File: src/rtl/aes_key_expand_ctrl_if.sv
// Round-key delivery channel: producer (master) offers a 128-bit round key
// with its round index under a valid/ready handshake; consumer (slave) accepts.
interface aes_key_expand_ctrl_if;
  logic         rk_valid;
  logic         rk_ready;
  logic [127:0] rk_data;
  logic [3:0]   rk_round;

  modport master (
    output rk_valid,
    output rk_data,
    output rk_round,
    input  rk_ready
  );

  modport slave (
    input  rk_valid,
    input  rk_data,
    input  rk_round,
    output rk_ready
  );
endinterface

File: src/rtl/aes_key_expand_ctrl.sv
// AES-128 key expansion sequencer. Expands one 32-bit word per cycle in place
// over w0..w3, borrowing a shared external S-box for SubWord(RotWord(w3)), and
// hands each round key 0..NUM_ROUNDS to the round datapath over valid/ready.
// Optional macro AES_KEY_STORE_EN adds a round-key store with a combinational
// read port (rd_idx/rd_data) so decryption can replay keys without re-expanding.
module aes_key_expand_ctrl #(
  parameter int unsigned NUM_ROUNDS = 10
) (
  input  logic                         clk,
  input  logic                         rst,
  input  logic                         start,
  input  logic [127:0]                 key_in,
  output logic                         busy,
  output logic [31:0]                  sub_in,
  input  logic [31:0]                  sub_out,
  aes_key_expand_ctrl_if.master        rk_if,
  output logic                         done
`ifdef AES_KEY_STORE_EN
  ,
  input  logic [3:0]                   rd_idx,
  output logic [127:0]                 rd_data
`endif
);

  localparam logic [3:0] LastRound = 4'(NUM_ROUNDS);

  typedef enum logic [1:0] {StIdle, StOut, StExpand} state_e;

  state_e      state_q;
  logic [31:0] w0_q, w1_q, w2_q, w3_q;
  logic [31:0] w0_d, w1_d, w2_d, w3_d;
  logic [3:0]  round_q;
  logic [1:0]  idx_q;
  logic        busy_q, valid_q, done_q;

  // Round constants only exist for rounds 1..10.
  function automatic logic [7:0] rcon(input logic [3:0] r);
    case (r)
      4'd1:    rcon = 8'h01;
      4'd2:    rcon = 8'h02;
      4'd3:    rcon = 8'h04;
      4'd4:    rcon = 8'h08;
      4'd5:    rcon = 8'h10;
      4'd6:    rcon = 8'h20;
      4'd7:    rcon = 8'h40;
      4'd8:    rcon = 8'h80;
      4'd9:    rcon = 8'h1b;
      4'd10:   rcon = 8'h36;
      default: rcon = 8'h00;
    endcase
  endfunction

  assign sub_in           = {w3_q[23:0], w3_q[31:24]};
  assign busy             = busy_q;
  assign done             = done_q;
  assign rk_if.rk_valid   = valid_q;
  assign rk_if.rk_data    = {w0_q, w1_q, w2_q, w3_q};
  assign rk_if.rk_round   = round_q;

  // Candidate new words; each uses the registered (already updated) lower word.
  always_comb begin
    w0_d = w0_q ^ sub_out ^ {rcon(round_q), 24'h0};
    w1_d = w1_q ^ w0_q;
    w2_d = w2_q ^ w1_q;
    w3_d = w3_q ^ w2_q;
  end

  // Control FSM with registered busy/valid/done outputs.
  always_ff @(posedge clk or posedge rst) begin
    if (rst) begin
      state_q <= StIdle;
      w0_q    <= '0;
      w1_q    <= '0;
      w2_q    <= '0;
      w3_q    <= '0;
      round_q <= '0;
      idx_q   <= '0;
      busy_q  <= 1'b0;
      valid_q <= 1'b0;
      done_q  <= 1'b0;
    end else begin
      done_q <= 1'b0;
      unique case (state_q)
        StIdle: begin
          if (start) begin
            {w0_q, w1_q, w2_q, w3_q} <= key_in;
            round_q <= '0;
            idx_q   <= '0;
            busy_q  <= 1'b1;
            valid_q <= 1'b1;
            state_q <= StOut;
          end
        end
        StOut: begin
          if (rk_if.rk_ready) begin
            valid_q <= 1'b0;
            if (round_q == LastRound) begin
              busy_q  <= 1'b0;
              done_q  <= 1'b1;
              state_q <= StIdle;
            end else begin
              round_q <= round_q + 4'd1;
              idx_q   <= '0;
              state_q <= StExpand;
            end
          end
        end
        StExpand: begin
          case (idx_q)
            2'd0:    w0_q <= w0_d;
            2'd1:    w1_q <= w1_d;
            2'd2:    w2_q <= w2_d;
            default: w3_q <= w3_d;
          endcase
          idx_q <= idx_q + 2'd1;
          if (idx_q == 2'd3) begin
            valid_q <= 1'b1;
            state_q <= StOut;
          end
        end
        default: begin
          busy_q  <= 1'b0;
          valid_q <= 1'b0;
          state_q <= StIdle;
        end
      endcase
    end
  end

`ifdef AES_KEY_STORE_EN
  logic [127:0] store_q [NUM_ROUNDS+1];

  // Capture each round key as it is handed off; a fresh start wipes old keys.
  always_ff @(posedge clk or posedge rst) begin
    if (rst) begin
      for (int unsigned i = 0; i <= NUM_ROUNDS; i++) store_q[i] <= '0;
    end else if (state_q == StIdle && start) begin
      for (int unsigned i = 0; i <= NUM_ROUNDS; i++) store_q[i] <= '0;
    end else if (state_q == StOut && rk_if.rk_ready) begin
      for (int unsigned i = 0; i <= NUM_ROUNDS; i++) begin
        if (round_q == 4'(i)) store_q[i] <= {w0_q, w1_q, w2_q, w3_q};
      end
    end
  end

  // Out-of-range indices read as zero.
  always_comb begin
    rd_data = '0;
    for (int unsigned i = 0; i <= NUM_ROUNDS; i++) begin
      if (rd_idx == 4'(i)) rd_data = store_q[i];
    end
  end
`endif

endmodule
File: src/flat_wrapper.sv
// flat-port wrapper written by rule: the top's interface ports become plain ports
module aes_key_expand_ctrl_flat 
#(
  parameter int unsigned NUM_ROUNDS = 10
)
  (clk, rst, start, key_in, busy, sub_in, sub_out, done, rk_if_rk_valid, rk_if_rk_data, rk_if_rk_round, rk_if_rk_ready);
  aes_key_expand_ctrl_if rk_if_i ();
  input  logic clk;
  input  logic rst;
  input  logic start;
  input  logic [127:0] key_in;
  output logic busy;
  output logic [31:0] sub_in;
  input  logic [31:0] sub_out;
  output logic done;
  output wire logic [$bits(rk_if_i.rk_valid)-1:0] rk_if_rk_valid;
  output wire logic [$bits(rk_if_i.rk_data)-1:0] rk_if_rk_data;
  output wire logic [$bits(rk_if_i.rk_round)-1:0] rk_if_rk_round;
  input wire logic [$bits(rk_if_i.rk_ready)-1:0] rk_if_rk_ready;
  assign rk_if_rk_valid = rk_if_i.rk_valid;
  assign rk_if_rk_data = rk_if_i.rk_data;
  assign rk_if_rk_round = rk_if_i.rk_round;
  assign rk_if_i.rk_ready = rk_if_rk_ready;
  aes_key_expand_ctrl #(.NUM_ROUNDS(NUM_ROUNDS)) u_core (.clk(clk), .rst(rst), .start(start), .key_in(key_in), .busy(busy), .sub_in(sub_in), .sub_out(sub_out), .rk_if(rk_if_i), .done(done));
endmodule
File: config.mk
export PLATFORM = sky130hd
export DESIGN_NAME = aes_key_expand_ctrl_flat
export DESIGN_NICKNAME = d
export VERILOG_FILES = /design/src/rtl/aes_key_expand_ctrl_if.sv /design/src/rtl/aes_key_expand_ctrl.sv /design/src/flat_wrapper.sv
export SDC_FILE = /design/constraint.sdc
export NUM_CORES = 1
export LEC_CHECK = 0
export CAP_MARGIN = 40
export CORE_MARGIN = 4
export CORE_UTILIZATION = 39
export DETAILED_ROUTE_END_ITERATION = 10
export GPL_TIMING_DRIVEN = 0
export PLACE_DENSITY = 0.74
export SYNTH_ARGS = -nofsm -noshare
export SYNTH_HDL_FRONTEND = slang
export SYNTH_SLANG_ARGS = --single-unit
File: constraint.sdc
create_clock -name clk -period 4.27 [get_ports clk]
set_input_delay 0.427 -clock clk [delete_from_list [all_inputs] [get_ports clk]]
set_output_delay 0.427 -clock clk [all_outputs]
set_load 0.05 [all_outputs]
## After elaboration in Yosys (flattened, before gate mapping)

Memories as Yosys holds them, arrays and structs flattened.
Index checks and enable logic that the tools add are counted.

| cells by class | value |
|---|---|
| shifts and indexed selects | 0 |
| reduce and logical (&&, ||, !) cells | 14 |
| multiplexer cells | 35 |
| multipliers | 0 |
| bitwise logic cells | 6 |
| equal/unequal tests | 15 |
| $add $sub $neg | 2 |
| $lt $le $gt $ge | 0 |
| divide/modulo/power cells | 0 |

Operators by type and width:

| operator | count |
|---|---|
| $mux W32 | 8 |
| $pmux W32 S2 | 4 |
| $xor A32 B32 Y32 | 5 |
| $reduce_and A3 Y1 | 5 |
| $mux W2 | 7 |
| $ne A2 B2 Y1 const B | 7 |
| $mux W4 | 3 |
| $pmux W2 S3 | 2 |
| $reduce_and A4 Y1 | 3 |
| $mux W1 | 8 |
| $pmux W4 S2 | 1 |
| $eq A2 B2 Y1 const B | 3 |
| $pmux W1 S3 | 2 |
| $add A4 B1 Y4 const B | 1 |
| $eq A2 B1 Y1 const B | 2 |
| $eq A4 B4 Y1 const B | 1 |
| $logic_not A2 Y1 | 2 |
| $ne A2 B1 Y1 const B | 2 |
| $reduce_bool A2 Y1 | 2 |
| $reduce_bool A3 Y1 | 1 |
| $reduce_or A3 Y1 | 1 |
| $add A2 B1 Y2 const B | 1 |
| $not A1 Y1 | 1 |

| word-level totals | value |
|---|---|
| RAM bits | 0 |
| bits in latches | 0 |
| register bits | 139 |
| bits in read-only memories | 128 |
| output and inout port bits | 167 |
| memories kept | 1 |

Memories:

| memory | words | bits a word | rd ports | clocked after memory_dff | wr ports | RTL line | RTL |
|---|---|---|---|---|---|---|---|
| (name not given) | 16 | 8 | 1 | 0 | 0 | aes_key_expand_ctrl.sv:38 | `case (r)` |

## Longest topological paths before layout

| depth | value |
|---|---|
| depth after elaboration | 4 |
| gate-level depth with buffers | 8 |
| gate-level depth less buffers | 6 |

## Worst setup path after synthesis

No wires, ideal clock.

| path | value |
|---|---|
| path kind | reg-to-reg |
| start point | register u_core.round_q[0] (netlist: u_core.rk_if.rk_round[0]) |
| end point | register u_core.w0_q[26] |
| arrival time | 2.129 ns |
| setup time | 0.086 ns |
| path slack | 2.055 ns |
| clock period less this slack | 2.215 ns |
| stages on the path, launching flop included | 8 |
| path through | dfrtp_1 -> inv_1 -> ha_1 -> and3b_1 -> clkbuf_1 -> or3_1 -> and4bb_1 -> nor3_1 |

| on the way | value |
|---|---|
| cells in the longest elaborated chain, start to end | 4 |

RTL lines:

| item | RTL line | RTL |
|---|---|---|
| from (decl) | aes_key_expand_ctrl.sv:32 | `logic [3:0] round_q;` |
| from (signal assigned) | aes_key_expand_ctrl.sv:102 | `round_q <= round_q + 4'd1;` |
| $mem_v2 Z16 W8 | - |  |
| $xor A32 B32 Y32 | aes_key_expand_ctrl.sv:62 | `w0_d = w0_q ^ sub_out ^ {rcon(round_q), 24'h0};` |
| $mux W32 | aes_key_expand_ctrl.sv:109 | `case (idx_q)` |
| $pmux W32 S2 | aes_key_expand_ctrl.sv:83 | `unique case (state_q)` |
| to (signal assigned) | aes_key_expand_ctrl.sv:86 | `{w0_q, w1_q, w2_q, w3_q} <= key_in;` |
| to (signal assigned) | aes_key_expand_ctrl.sv:110 | `2'd0: w0_q <= w0_d;` |
| to (decl) | aes_key_expand_ctrl.sv:30 | `logic [31:0] w0_q, w1_q, w2_q, w3_q;` |

No other way between the ends. The select of a mux whose other input is x is not followed.
A chain may end at the register's enable or synchronous reset.

## Worst setup path in the final report

| path | value |
|---|---|
| start point | register u_core.w3_q[29] |
| end point | output sub_in[5] |

RTL lines:

| item | RTL line | RTL |
|---|---|---|
| from (decl) | aes_key_expand_ctrl.sv:30 |  |
| from (signal assigned) | aes_key_expand_ctrl.sv:86 |  |
| from (signal assigned) | aes_key_expand_ctrl.sv:113 | `default: w3_q <= w3_d;` |
| to (decl) | flat_wrapper.sv:13 | `output logic [31:0] sub_in;` |

No word-level cell between the ends.

==> flow_metrics.tcl <==
set metrics [dict create \
    dp_slack_ns 1.76 \
    worst_setup_path_end_kind "primary output" \
    placedCellCount 1458 \
    drt_iter0_markers 540 \
    dr.pass1.iters 5 \
    path_clk_slew_ns 0.06 \
    cts_max_level 4 \
    synthTopCellsByArea "dfrtp_1 44%, o21ai_0 13%, a22oi_1 8.2%" \
    critPathKind "register to primary output" \
    placementRows 51 \
    fin_nets 1387 \
    wl_um 32700 \
    synth_top_area_share 0.442 \
    io_buffers 330 \
    status "complete, no violations" \
    ys_top_cells_by_count "212 x o21ai_0, 139 x dfrtp_1, 95 x nor2_1" \
    layout.cells.non_filler 1490 \
    total_leakage_power_uw 0.00485 \
    critical_path.max_stage_delay_ns 0.79 \
    clock_latency_ns 0.43 \
    final.period_utilization 0.531 \
    tightest_slew_ns 0.728 \
    setup_viol 0 \
    grt_max_degree 74 \
    die_w_um 150 \
    cp_top_family "buffers and inverters" \
    cts.repair_timing.setup_buffer_count 0 \
    syn_area_per_cell_um2 9.13 \
    drtAntennaViolNets 0 \
    final.setup_skew_ns 0.00934 \
    hold_viol 0 \
    core-area_um2 19700 \
    place_congestion 0.872 \
    die_area_um2 22500 \
    slew_headroom 0.514 \
    drc_errors 0 \
    synthCells 862 \
    synth_edf_count 0 \
    arrival_ns 1.84 \
    syn_area_um2 7870 \
    synth_top_area_cell "dfrtp_1" \
    cts_buffers 17 \
    cts.sinks 139 \
    gr-total-overflow 0 \
    seq_area_frac_synth 0.442 \
    cp_max_fo 4 \
    initial_core_util 0.401 \
    start_kind "register" \
    timing.hold.ws_ns 0.480 \
    vias 8446 \
    powerDensity_nw_per_um2 963 \
    fmax_ghz 0.441 \
    synthDistinctLibCells 56 \
    holdBufCountCts 0 \
    grt_pass1_vias 8382 \
    hpwlAfterDp_um 24400 \
    fin_crit_ns 2.27 \
    worst-path-buf-inv 2 \
    cts_root_buf "clkbuf_16" \
    die_y_um 150 \
    area_growth_pct 54.5 \
    max-vdd-ir-drop_mv 0.575 \
    synthArstFlopShare 1.00 \
    critPathRequiredTime_ns 3.84 \
    synth_seq_cells 139 \
    rsz0062_at_grt "no" \
    synth_most_common_cell "o21ai_0" \
    worst_slack_ns 2.00 \
    cts_resized 0 \
    critPathSlowestCell "clkdlybuf4s50_1" \
    avgViaCountPerCell 5.67 \
    antenna_found_initial 0 \
    synth_ff_type "dfrtp_1" \
    hp-class "input port to asynchronous set/reset pin" \
    fillers 1734 \
    grt_pass1_wl_um 49000 \
    power_uw 11700 \
    yosys_warnings 0 \
    finalMaxSlewViolations 0 \
    cap_viol_max_count 0 \
    wl_per_cell_um 22.0 \
    crit_chain "buf_4 > clkdlybuf4s50_1" \
    drive_above_1_share 0.104 \
    syn_nets 1037 \
    grt_use_total 0.284 \
    cts_tree "yes" \
    clock_path_buffers 2 \
    io_pins 331 \
]
[worst reg2reg max path, delay by kind of cell (launching register included)]
kind	cells	cell delay, ns
simple gates	4	0.96
buf+inv	2	0.30
fa+ha+maj	1	0.30
flops	1	0.44
[cell type report]
type	count	area (um2)	share of cell area
multi-input combinational	613	3780	0.311
sequential	139	3480	0.286
timing repair buffer	331	3330	0.274
buffer	99	573	0.0471
clock buffer	19	453	0.0372
tap	265	332	0.0272
clock inverter	11	169	0.0139
inverter	11	46.3	0.00380
antenna	2	5.00	0.000411
[worst paths after layout]
check,slack (ns),to,from,cells past startpoint
worst min-delay path,0.48,u_core.w3_q[22]$_DFFE_PP0P_,rst,2
worst max register to register,2.17,u_core.w0_q[26]$_DFFE_PP0P_,u_core.rk_if.rk_round[0]$_DFFE_PP0P_,7
worst max-delay path,2.00,sub_in[5],u_core.w3_q[29]$_DFFE_PP0P_,2
max in group asynchronous,2.99,u_core.w0_q[6]$_DFFE_PP0P_,rst,3
worst min register to register,0.55,u_core.w0_q[21]$_DFFE_PP0P_,u_core.w0_q[21]$_DFFE_PP0P_,1
min in group clk,0.55,u_core.w0_q[21]$_DFFE_PP0P_,u_core.w0_q[21]$_DFFE_PP0P_,1
[routing by layer]
layer | track usage | share of wire | vias up
met5 | 0 | 0 | -
met2 | 0.475 | 0.49 | 383
li1 | - | - | 3876
met3 | 0.0665 | 0.078 | 57
met1 | 0.362 | 0.41 | 4130
met4 | 0.101 | 0.028 | 0
[through the flow]
| stage | setup TNS (ns) | utilization | instance area [um2] |
|---|---|---|---|
| detailed placement | 0 | 0.587 | 11500 |
| finish | 0 | 0.619 | 12200 |
| global placement | -306.05 | 0.586 | 11500 |
| global route | 0 | 0.619 | 12200 |
| CTS | 0 | 0.619 | 12200 |
| floorplan | 0 | - | 7870 |
[kinds of logic (layout without fill, tap and decap cells)]
family | after synthesis | after routing | synth area share
compound gates | 410 | 410 | 0.334
xor+xnor | 5 | 5 | 0.00556
fa+ha+maj | 11 | 11 | 0.0175
buf+inv | 110 | 471 | 0.0780
flops | 139 | 139 | 0.442
mux | 4 | 4 | 0.00572
other cells | 0 | 2 | 0
simple gates | 183 | 183 | 0.118
[flip-flops by register name (all words and copies together) (netlist names)]
signal / flops
u_core.w2_q: 32
u_core.w0_q: 32
u_core.w1_q: 32
u_core.busy: 1
u_core.rk_if.rk_round: 4
u_core.state_q: 2
u_core.done: 1
u_core.w3_q: 32
u_core.rk_if.rk_valid: 1
u_core.idx_q: 2
[power breakdown]
group / leakage, uW / total [uW] / internal, uW / switching, uW
combinational: 0.00282 / 7430 / 2530 / 4900
clock: 0.000305 / 1590 / 1000 / 591
sequential: 0.00172 / 2690 / 1950 / 743
[placed cells by master, fill, tap and decap left out, types with 26 or more instances in the layout]
cell type        count
clkdlybuf4s50_1    330
o21ai_0            212
dfrtp_1            139
nor2_1              95
a22oi_1             86
a21oi_1             40
nor3b_1             34
buf_4               33
clkbuf_1            32
buf_2               26
Power figures use the tool's default switching activity.
